===== src/rtl/cpu_run_ctrl.sv =====
// Run/dump controller: holds the CPU in reset, runs it for a cycle budget or until halt, then streams the register file.
// Latency: RESET_CYCLES reset cycles, then the run, then a minimum of 3 cycles per dumped register (RD, CAP, OUT).
// Backpressure: a dump beat stays valid with stable addr/data until dump_ready; the CPU stays frozen meanwhile.
module cpu_run_ctrl #(
    parameter int DATA_WIDTH   = 19,
    parameter int NUM_REGS     = 8,
    parameter int ADDR_WIDTH   = 3,
    parameter int CYC_WIDTH    = 32,
    parameter int RESET_CYCLES = 1
) (
    input  logic                  clk,
    input  logic                  reset,
    input  logic                  start,
    input  logic [CYC_WIDTH-1:0]  cycle_budget,
    input  logic                  halt,
    output logic                  cpu_reset,
    output logic                  cpu_run,
    output logic [ADDR_WIDTH-1:0] rf_raddr,
    input  logic [DATA_WIDTH-1:0] rf_rdata,
    output logic                  dump_valid,
    input  logic                  dump_ready,
    output logic [ADDR_WIDTH-1:0] dump_addr,
    output logic [DATA_WIDTH-1:0] dump_data,
    output logic                  done,
    output logic                  timeout,
    output logic [CYC_WIDTH-1:0]  cycles_run
);

    localparam int RCW = (RESET_CYCLES > 1) ? $clog2(RESET_CYCLES) : 1;
    localparam logic [RCW-1:0]        RST_LAST = RCW'(RESET_CYCLES - 1);
    localparam logic [ADDR_WIDTH-1:0] LAST_IDX = ADDR_WIDTH'(NUM_REGS - 1);
    localparam logic [CYC_WIDTH-1:0]  CYC_MAX  = '1;

    typedef enum logic [2:0] {
        S_IDLE, S_RST, S_RUN, S_RD, S_CAP, S_OUT, S_DONE
    } state_t;

    state_t                state;
    logic [CYC_WIDTH-1:0]  budget;
    logic [ADDR_WIDTH-1:0] idx;
    logic [RCW-1:0]        rst_cnt;
    logic [CYC_WIDTH-1:0]  run_next;
    logic                  budget_hit;

    // run_next is the count including the current RUN cycle, so budget_hit marks the budget-th cycle.
    assign run_next   = (cycles_run == CYC_MAX) ? cycles_run : cycles_run + 1'b1;
    assign budget_hit = (budget != '0) && (run_next == budget);

    always_ff @(posedge clk) begin
        if (reset) begin
            state      <= S_IDLE;
            cpu_reset  <= 1'b1;
            cpu_run    <= 1'b0;
            rf_raddr   <= '0;
            dump_valid <= 1'b0;
            dump_addr  <= '0;
            dump_data  <= '0;
            done       <= 1'b0;
            timeout    <= 1'b0;
            cycles_run <= '0;
            budget     <= '0;
            idx        <= '0;
            rst_cnt    <= '0;
        end else begin
            case (state)
                S_IDLE, S_DONE: begin
                    if (start) begin
                        budget     <= cycle_budget;
                        cycles_run <= '0;
                        timeout    <= 1'b0;
                        done       <= 1'b0;
                        cpu_reset  <= 1'b1;
                        rst_cnt    <= '0;
                        state      <= S_RST;
                    end
                end
                S_RST: begin
                    if (rst_cnt == RST_LAST) begin
                        cpu_reset <= 1'b0;
                        cpu_run   <= 1'b1;
                        state     <= S_RUN;
                    end else begin
                        rst_cnt <= rst_cnt + 1'b1;
                    end
                end
                S_RUN: begin
                    cycles_run <= run_next;
                    // halt takes priority over budget expiry in the same cycle
                    if (halt || budget_hit) begin
                        timeout  <= ~halt;
                        cpu_run  <= 1'b0;
                        idx      <= '0;
                        rf_raddr <= '0;
                        state    <= S_RD;
                    end
                end
                S_RD: begin
                    state <= S_CAP;
                end
                S_CAP: begin
                    dump_data  <= rf_rdata;
                    dump_addr  <= idx;
                    dump_valid <= 1'b1;
                    state      <= S_OUT;
                end
                S_OUT: begin
                    if (dump_ready) begin
                        dump_valid <= 1'b0;
                        if (idx == LAST_IDX) begin
                            done  <= 1'b1;
                            state <= S_DONE;
                        end else begin
                            idx      <= idx + 1'b1;
                            rf_raddr <= idx + 1'b1;
                            state    <= S_RD;
                        end
                    end
                end
                default: state <= S_IDLE;
            endcase
        end
    end

endmodule


===== config.mk =====
export PLATFORM = sky130hd
export DESIGN_NAME = cpu_run_ctrl
export DESIGN_NICKNAME = d
export VERILOG_FILES = /design/src/rtl/cpu_run_ctrl.sv
export SDC_FILE = /design/constraint.sdc
export NUM_CORES = 1
export LEC_CHECK = 0
export CORE_MARGIN = 2
export CORE_UTILIZATION = 52
export CTS_CLUSTER_DIAMETER = 80
export DETAILED_ROUTE_END_ITERATION = 8
export PLACE_DENSITY_LB_ADDON = 0.1
export SKIP_CTS_REPAIR_TIMING = 1
export SYNTH_ARGS = -nofsm -noshare
export SYNTH_HDL_FRONTEND = slang
export SYNTH_SLANG_ARGS = --single-unit

===== constraint.sdc =====
create_clock -name clk -period 3.25 [get_ports clk]
set_clock_uncertainty 0.05 [all_clocks]
set_input_delay 0.65 -clock clk [delete_from_list [all_inputs] [get_ports clk]]
set_output_delay 0.65 -clock clk [all_outputs]
set_load 0.005 [all_outputs]

==> results of run 1 <==
-- per-stage QoR --
stage / hold WS (ns) / instance area, um^2
floorplan: 0.398 / 5730
global placement: 0.391 / 7340
detailed placement: 0.398 / 7340
CTS: 0.409 / 7540
global route: 0.429 / 7550
finish: 0.408 / 7550
-- synth_stat cells, types with 3 or more instances --
cell	count	area, um^2
or2_2	3	18.8
o211a_1	3	30.0
or3_1	9	56.3
nor4_1	24	150
and2_1	5	31.3
a41oi_1	3	26.3
o2111ai_1	3	26.3
and3_1	11	68.8
dfxtp_1	97	1940
nand3b_1	5	37.5
nand3_1	21	105
o31ai_1	4	30.0
buf_2	19	95.1
nand2_1	166	623
clkbuf_1	35	131
a21oi_1	92	460
nor3b_1	3	22.5
xnor2_1	23	201
nor2b_1	9	56.3
inv_1	10	37.5
o41ai_1	3	26.3
ha_1	3	37.5
nor3_1	25	125
nand4_1	22	138
a31oi_1	13	81.3
or4_1	3	22.5
a22oi_1	3	22.5
xor2_1	15	131
mux2i_1	3	30.0
a311oi_1	10	87.6
a211oi_1	4	30.0
nand2b_1	4	25.0
nor2_1	55	206
and4_1	10	87.6
o21ai_0	39	195
-- worst paths after layout --
path                                    start           end  slack, ns  depth (start not counted)
worst max-delay path            cycles_run[9]      state[0]       0.10                          9
worst min-delay path             dump_data[8]  dump_data[8]       0.41                          2
worst max register to register  cycles_run[9]      state[0]       0.10                          9
worst min register to register   dump_data[8]  dump_data[8]       0.41                          2
-- metal layers --
| metal | GRT usage | routed length, um | up-vias |
|---|---|---|---|
| met5 | 0 | 0 | - |
| met4 | 0.167 | 830 | 0 |
| met3 | 0.0735 | 2190 | 76 |
| met2 | 0.580 | 9880 | 454 |
| met1 | 0.489 | 8930 | 3095 |
| li1 | - | - | 3133 |
-- critical path: cells and delay by family (launching register included) --
kind | cells | cell delay [ns]
AOI/OAI and AO/OA | 5 | 1.16
xor gates and xnor gates | 1 | 0.11
DFF | 1 | 0.50
and+or+nand+nor | 3 | 1.27
-- power breakdown --
| part | switching (uW) | total, uW | internal [uW] | leakage, uW |
|---|---|---|---|---|
| Clock | 480 | 847 | 367 | 0.000100 |
| Combinational | 442 | 741 | 299 | 0.00180 |
| Sequential | 98.0 | 1350 | 1260 | 0.000787 |
-- cells by family after synthesis --
| group | share of synthesized area |
|---|---|
| flip-flops | 0.339 |
| buffers and inverters | 0.0494 |
| adder cells (fa/ha/maj) | 0.00656 |
| XOR/XNOR | 0.0581 |
| AO/OA/AOI/OAI | 0.208 |
| multiplexers | 0.00918 |
| AND/OR/NAND/NOR | 0.329 |
-- layout make-up --
class,instances,share of cell area
Clock buffer,10,0.0169
Timing Repair Buffer,185,0.222
Sequential cell,97,0.257
Multi-Input combinational cell,627,0.465
Inverter,10,0.00497
Clock inverter,6,0.0101
Tap cell,140,0.0232
-- state kept, by name (all words and copies together) (netlist names) --
name,count
cpu_run,1
idx,3
budget,32
dump_valid,1
timeout,1
done,1
state,3
cpu_reset,1
dump_addr,3
dump_data,19
cycles_run,32
==> run_results.csv, run 1 <==
group,metric,value,unit
timing,period_minus_slack,3.15,ns
clocking,cts_sinks,97,
placed_design,dpl_worst_slack,0.180,ns
synth,synth_cells,791,
grt,grt_max_degree,38,
drt,drc,0,
drt,via_per_inst,6.29,
cells_and_area,layout_commonest_cell,"nand2_1",
floorplanning,start_util,0.531,
synth,syn_area,5730,um^2
drt,drt_iter0_drc,743,
floorplanning,fp.dieArea,11900,um^2
critical_path,end_kind,"flop",
clocking,clockBufferDepth,2,
synth,synth_cell_types,62,
synth,ys.flop_type,"dfxtp_1",
cells_and_area,layout.cells.non_filler,1075,
critical_path,crit_path_start_kind,"flop",
synth,syn_avg_cell_area,7.24,um^2
clocking,clk_latency,0.40,ns
grt,grt_pass1_wl,33.5,mm
drt,wl_per_cell,20.3,um
timing,drv_slew,0,
power_and_ir_drop,design_power_total,2940,uW
critical_path,path_cells,"nand3_1, or3_1, a2111oi_4, xnor2_1, or4_1, a211oi_2, o2111ai_1, o22ai_2, a22o_1",
floorplanning,fp.dieH,109,um
cells_and_area,drive_gt1_frac,0.107,
drt,firstDrtPassIters,6,
timing,setup_slack,0.102,ns
critical_path,crit_path_max_incr_delay,0.54,ns
run_status,status,"finished clean",
critical_path,crit_arrival,3.44,ns
cells_and_area,diodes,0,
drt,via_count,6758,
placed_design,portBuffers,117,
clocking,cts_tree,"yes",
cells_and_area,nFillCells,892,
grt,antenna_found_initial,0,
grt,grt_pass1_vias,6263,
critical_path,criticalPathCategory,"reg -> reg",
critical_path,critPathMaxFanout,9,
placed_design,dp_cells,1059,
critical_path,slowest_stage,"or4_1",
power_and_ir_drop,p_leak,0.00269,uW
synth,synthArstFlopShare,0,
timing,setup_viol,0,
cells_and_area,regArea,1940,um^2
timing,hold_viol_final,0,
cells_and_area,area_growth,31.8,%
cells_and_area,final_cell_mix,"nand2_1, clkdlybuf4s50_1, dfxtp_1",
power_and_ir_drop,power_density,390,nW/um^2
grt,grt-ovfl-total,0,
synth,ys_ff_latch,97,
floorplanning,ioPinCount,118,
synth,synth_edf_count,0,
timing,max_slew_margin,0.356,
run,max-cap-violations,0,
cells_and_area,multi_input_area,3510,um^2
synth,seq_area_frac_synth,0.339,
timing,grt_setup_unrepaired,"false",
floorplanning,die_width,109,um
timing,max_freq,318,MHz
placed_design,globalplace.congestion,1.01,
clocking,path_clk_slew,0.10,ns
cells_and_area,final_core_util,0.699,
hold_path,hold_class,"reg -> reg",
floorplanning,core_area,10800,um^2
timing,tightest_slew,0.962,ns
synth,synth_nets,850,
cells_and_area,fin_nets,989,
clocking,htree_levels,3,
power_and_ir_drop,peakVddDrop,0.340,mV
drt,ant_nets,0,
clocking,cts.root.buffer_cell,"clkbuf_8",
clocking,cts_made_buffers,9,
drt,wl,21.8,mm
placed_design,hpwl,16.5,mm
synth,ys_warn_count,0,
critical_path,crit_required,3.55,ns
timing,period_share,0.969,
timing,fin_setup_tns,0,ns
floorplanning,rows,38,
grt,gr-usage-all-layers,0.370,
No activity file was read; power rests on OpenSTA's default activity.
==> run 2: changes to the inputs <==
HOLD_SLACK_MARGIN = 0.05   (was not set)
==> results of run 2 <==
Same layout as run 1: the final DEF is identical, and so are final timing and power.
==> run 3: changes to the inputs <==
RECOVER_POWER = 25   (was not set)
SLEW_MARGIN = 10   (was not set)
==> run_results.csv, run 3 (same netlist as run 1, synthesis figures left out) <==
group,metric,value,unit
critical_path,crit_arrival,3.36,ns
drt,drt_iter0_drc,784,
grt,grt_pass1_vias,6263,
drt,via_count,6704,
floorplanning,die_width,109,um
critical_path,r2r_cells,9,
power_and_ir_drop,p_leak,0.00268,uW
power_and_ir_drop,peakVddDrop,0.341,mV
timing,grt_setup_unrepaired,"false",
clocking,cts_made_buffers,9,
cells_and_area,layout_commonest_cell,"nand2_1",
timing,tightest_slew,1.60,ns
critical_path,path_buf_inv,0,
placed_design,globalplace.congestion,1.01,
critical_path,end_kind,"flop",
timing,period_share,0.967,
clocking,cts_tree,"yes",
clocking,cts.root.buffer_cell,"clkbuf_8",
drt,via_per_inst,6.24,
floorplanning,start_util,0.531,
run_status,violations,"capacitance limit, slew limit",
drt,drc,0,
floorplanning,fp.dieH,109,um
power_and_ir_drop,power_frac_comb,0.251,
hold_path,hp-start,"dump_data[8]",
placed_design,portBuffers,117,
hold_path,hold_end,"dump_data[8]",
placed_design,dp_cells,1059,
grt,gr-usage-all-layers,0.370,
cells_and_area,layout.cells.non_filler,1075,
power_and_ir_drop,clock_power_share,0.287,
cells_and_area,fin_nets,989,
critical_path,crit_path_start_kind,"flop",
clocking,path_clk_slew,0.10,ns
power_and_ir_drop,p_switching,1020,uW
timing,period_minus_slack,3.14,ns
critical_path,r2r-end,"state[2]",
timing,whs,0.408,ns
cells_and_area,final_cell_mix,"nand2_1, clkdlybuf4s50_1, dfxtp_1",
clocking,cts_sinks,97,
drt,wl,21.8,mm
timing,max_freq,318,MHz
run,max-cap-violations,1,
critical_path,rrSetupSlack,0.11,ns
cells_and_area,reg_top3,"budget x32, cycles_run x32, dump_data x19",
clocking,clk_latency,0.39,ns
drt,firstDrtPassIters,8,
critical_path,rr_startpoint,"cycles_run[9]",
critical_path,cpLargestDelayFamily,"simple AND/OR/NAND/NOR gates",
drt,wl_per_cell,20.3,um
floorplanning,core_area,10800,um^2
grt,antenna_found_initial,0,
timing,drv_slew,33,
hold_path,hold_class,"reg -> reg",
cells_and_area,drive_gt1_frac,0.105,
placed_design,hpwl,16.5,mm
critical_path,crit_path_max_incr_delay,0.54,ns
run_status,status,"finished with violations",
critical_path,slowest_stage,"or4_1",
clocking,htree_levels,3,
grt,grt-ovfl-total,0,
timing,fin_setup_tns,0,ns
hold_path,whs_path_depth,2,
critical_path,criticalPathCategory,"reg -> reg",
floorplanning,fp.dieArea,11900,um^2
grt,grt_pass1_wl,33.5,mm
timing,setup_viol,0,
drt,ant_nets,0,
cells_and_area,diodes,0,
timing,max_slew_margin,-0.0643,
floorplanning,ioPinCount,118,
critical_path,path_cells,"nand3_1, or3_1, a2111oi_4, xnor2_1, or4_1, a211oi_2, o2111ai_1, o22ai_2, o31ai_1",
critical_path,critPathMaxFanout,9,
cells_and_area,area_growth,31.6,%
grt,grt_max_degree,38,
clocking,clockBufferDepth,2,
power_and_ir_drop,power_density,390,nW/um^2
floorplanning,rows,38,
timing,hold_viol_final,0,
power_and_ir_drop,p_int,1920,uW
power_and_ir_drop,pwr-share-seq,0.462,
power_and_ir_drop,swShare,0.346,
critical_path,crit_required,3.47,ns
-- run 3: cell count changes in the layout (fill, tap and decap cells not counted), sizes merged --
| cell | change |
|---|---|
| buf | -4 |
| clkdlybuf4s50 | -1 |
| clkbuf | +4 |
| dlygate4sd3 | +1 |
-- run 3: through the flow --
| stage | total power [uW] | util | area, um^2 | setup WS (ns) |
|---|---|---|---|---|
| 5_1_grt | 3050 | 0.698 | 7540 | 0.00785 |
| 2_1_floorplan | 1780 | - | 5730 | 0.447 |
| 6_report | 2940 | 0.698 | 7540 | 0.108 |
| 3_3_place_gp | 2080 | 0.680 | 7340 | 0.316 |
| 4_1_cts | 2910 | 0.699 | 7540 | 0.155 |
| 3_5_place_dp | 2090 | 0.680 | 7340 | 0.180 |
-- run 3: layout make-up --
| type | instances | area, um^2 |
|---|---|---|
| clock inverters | 6 | 76.3 |
| repair buffers | 185 | 1670 |
| well taps | 140 | 175 |
| fillers | 895 | 3260 |
| flip-flops and latches | 97 | 1940 |
| inverters | 10 | 37.5 |
| clock buffers | 10 | 128 |
| multi-input cells | 627 | 3510 |
-- run 3: worst max-delay path by stage --
stage                        startpoint  endpoint  slack, ns  cells past startpoint
final                     cycles_run[9]  state[2]       0.11                      9
after global routing      cycles_run[9]  state[2]      0.008                      9
after CTS                 cycles_run[9]  state[2]       0.15                      9
after detailed placement  cycles_run[9]  state[2]       0.18                      9
after global placement    cycles_run[0]  state[2]       0.32                     10
after floorplan           cycles_run[0]    idx[1]       0.45                     10
-- run 3: worst register-to-register path: cells and delay by family, from the launching register on --
family / cells / cell delay [ns]
and+or+nand+nor: 3 / 1.26
AOI/OAI and AO/OA: 5 / 1.10
xor gates and xnor gates: 1 / 0.11
DFF: 1 / 0.50
-- run 3: power groups by stage --
| stage | Clock (uW) | Combinational (uW) | Sequential, uW |
|---|---|---|---|
| floorplan | 0 | 446 | 1330 |
| global placement | 0 | 700 | 1380 |
| detailed placement | 0 | 714 | 1380 |
| CTS | 842 | 721 | 1350 |
| global route | 896 | 790 | 1360 |
| finish | 843 | 738 | 1350 |
-- run 3: per-layer routing --
layer  wire length, um  vias to the layer above  part of all wire  GRT usage
met5                 0                        -                 0          0
met4               753                        0             0.034      0.167
met3              1910                       70             0.088     0.0735
met2              9980                      406              0.46      0.580
met1              9180                     3104              0.42      0.489
li1                  -                     3124                 -          -
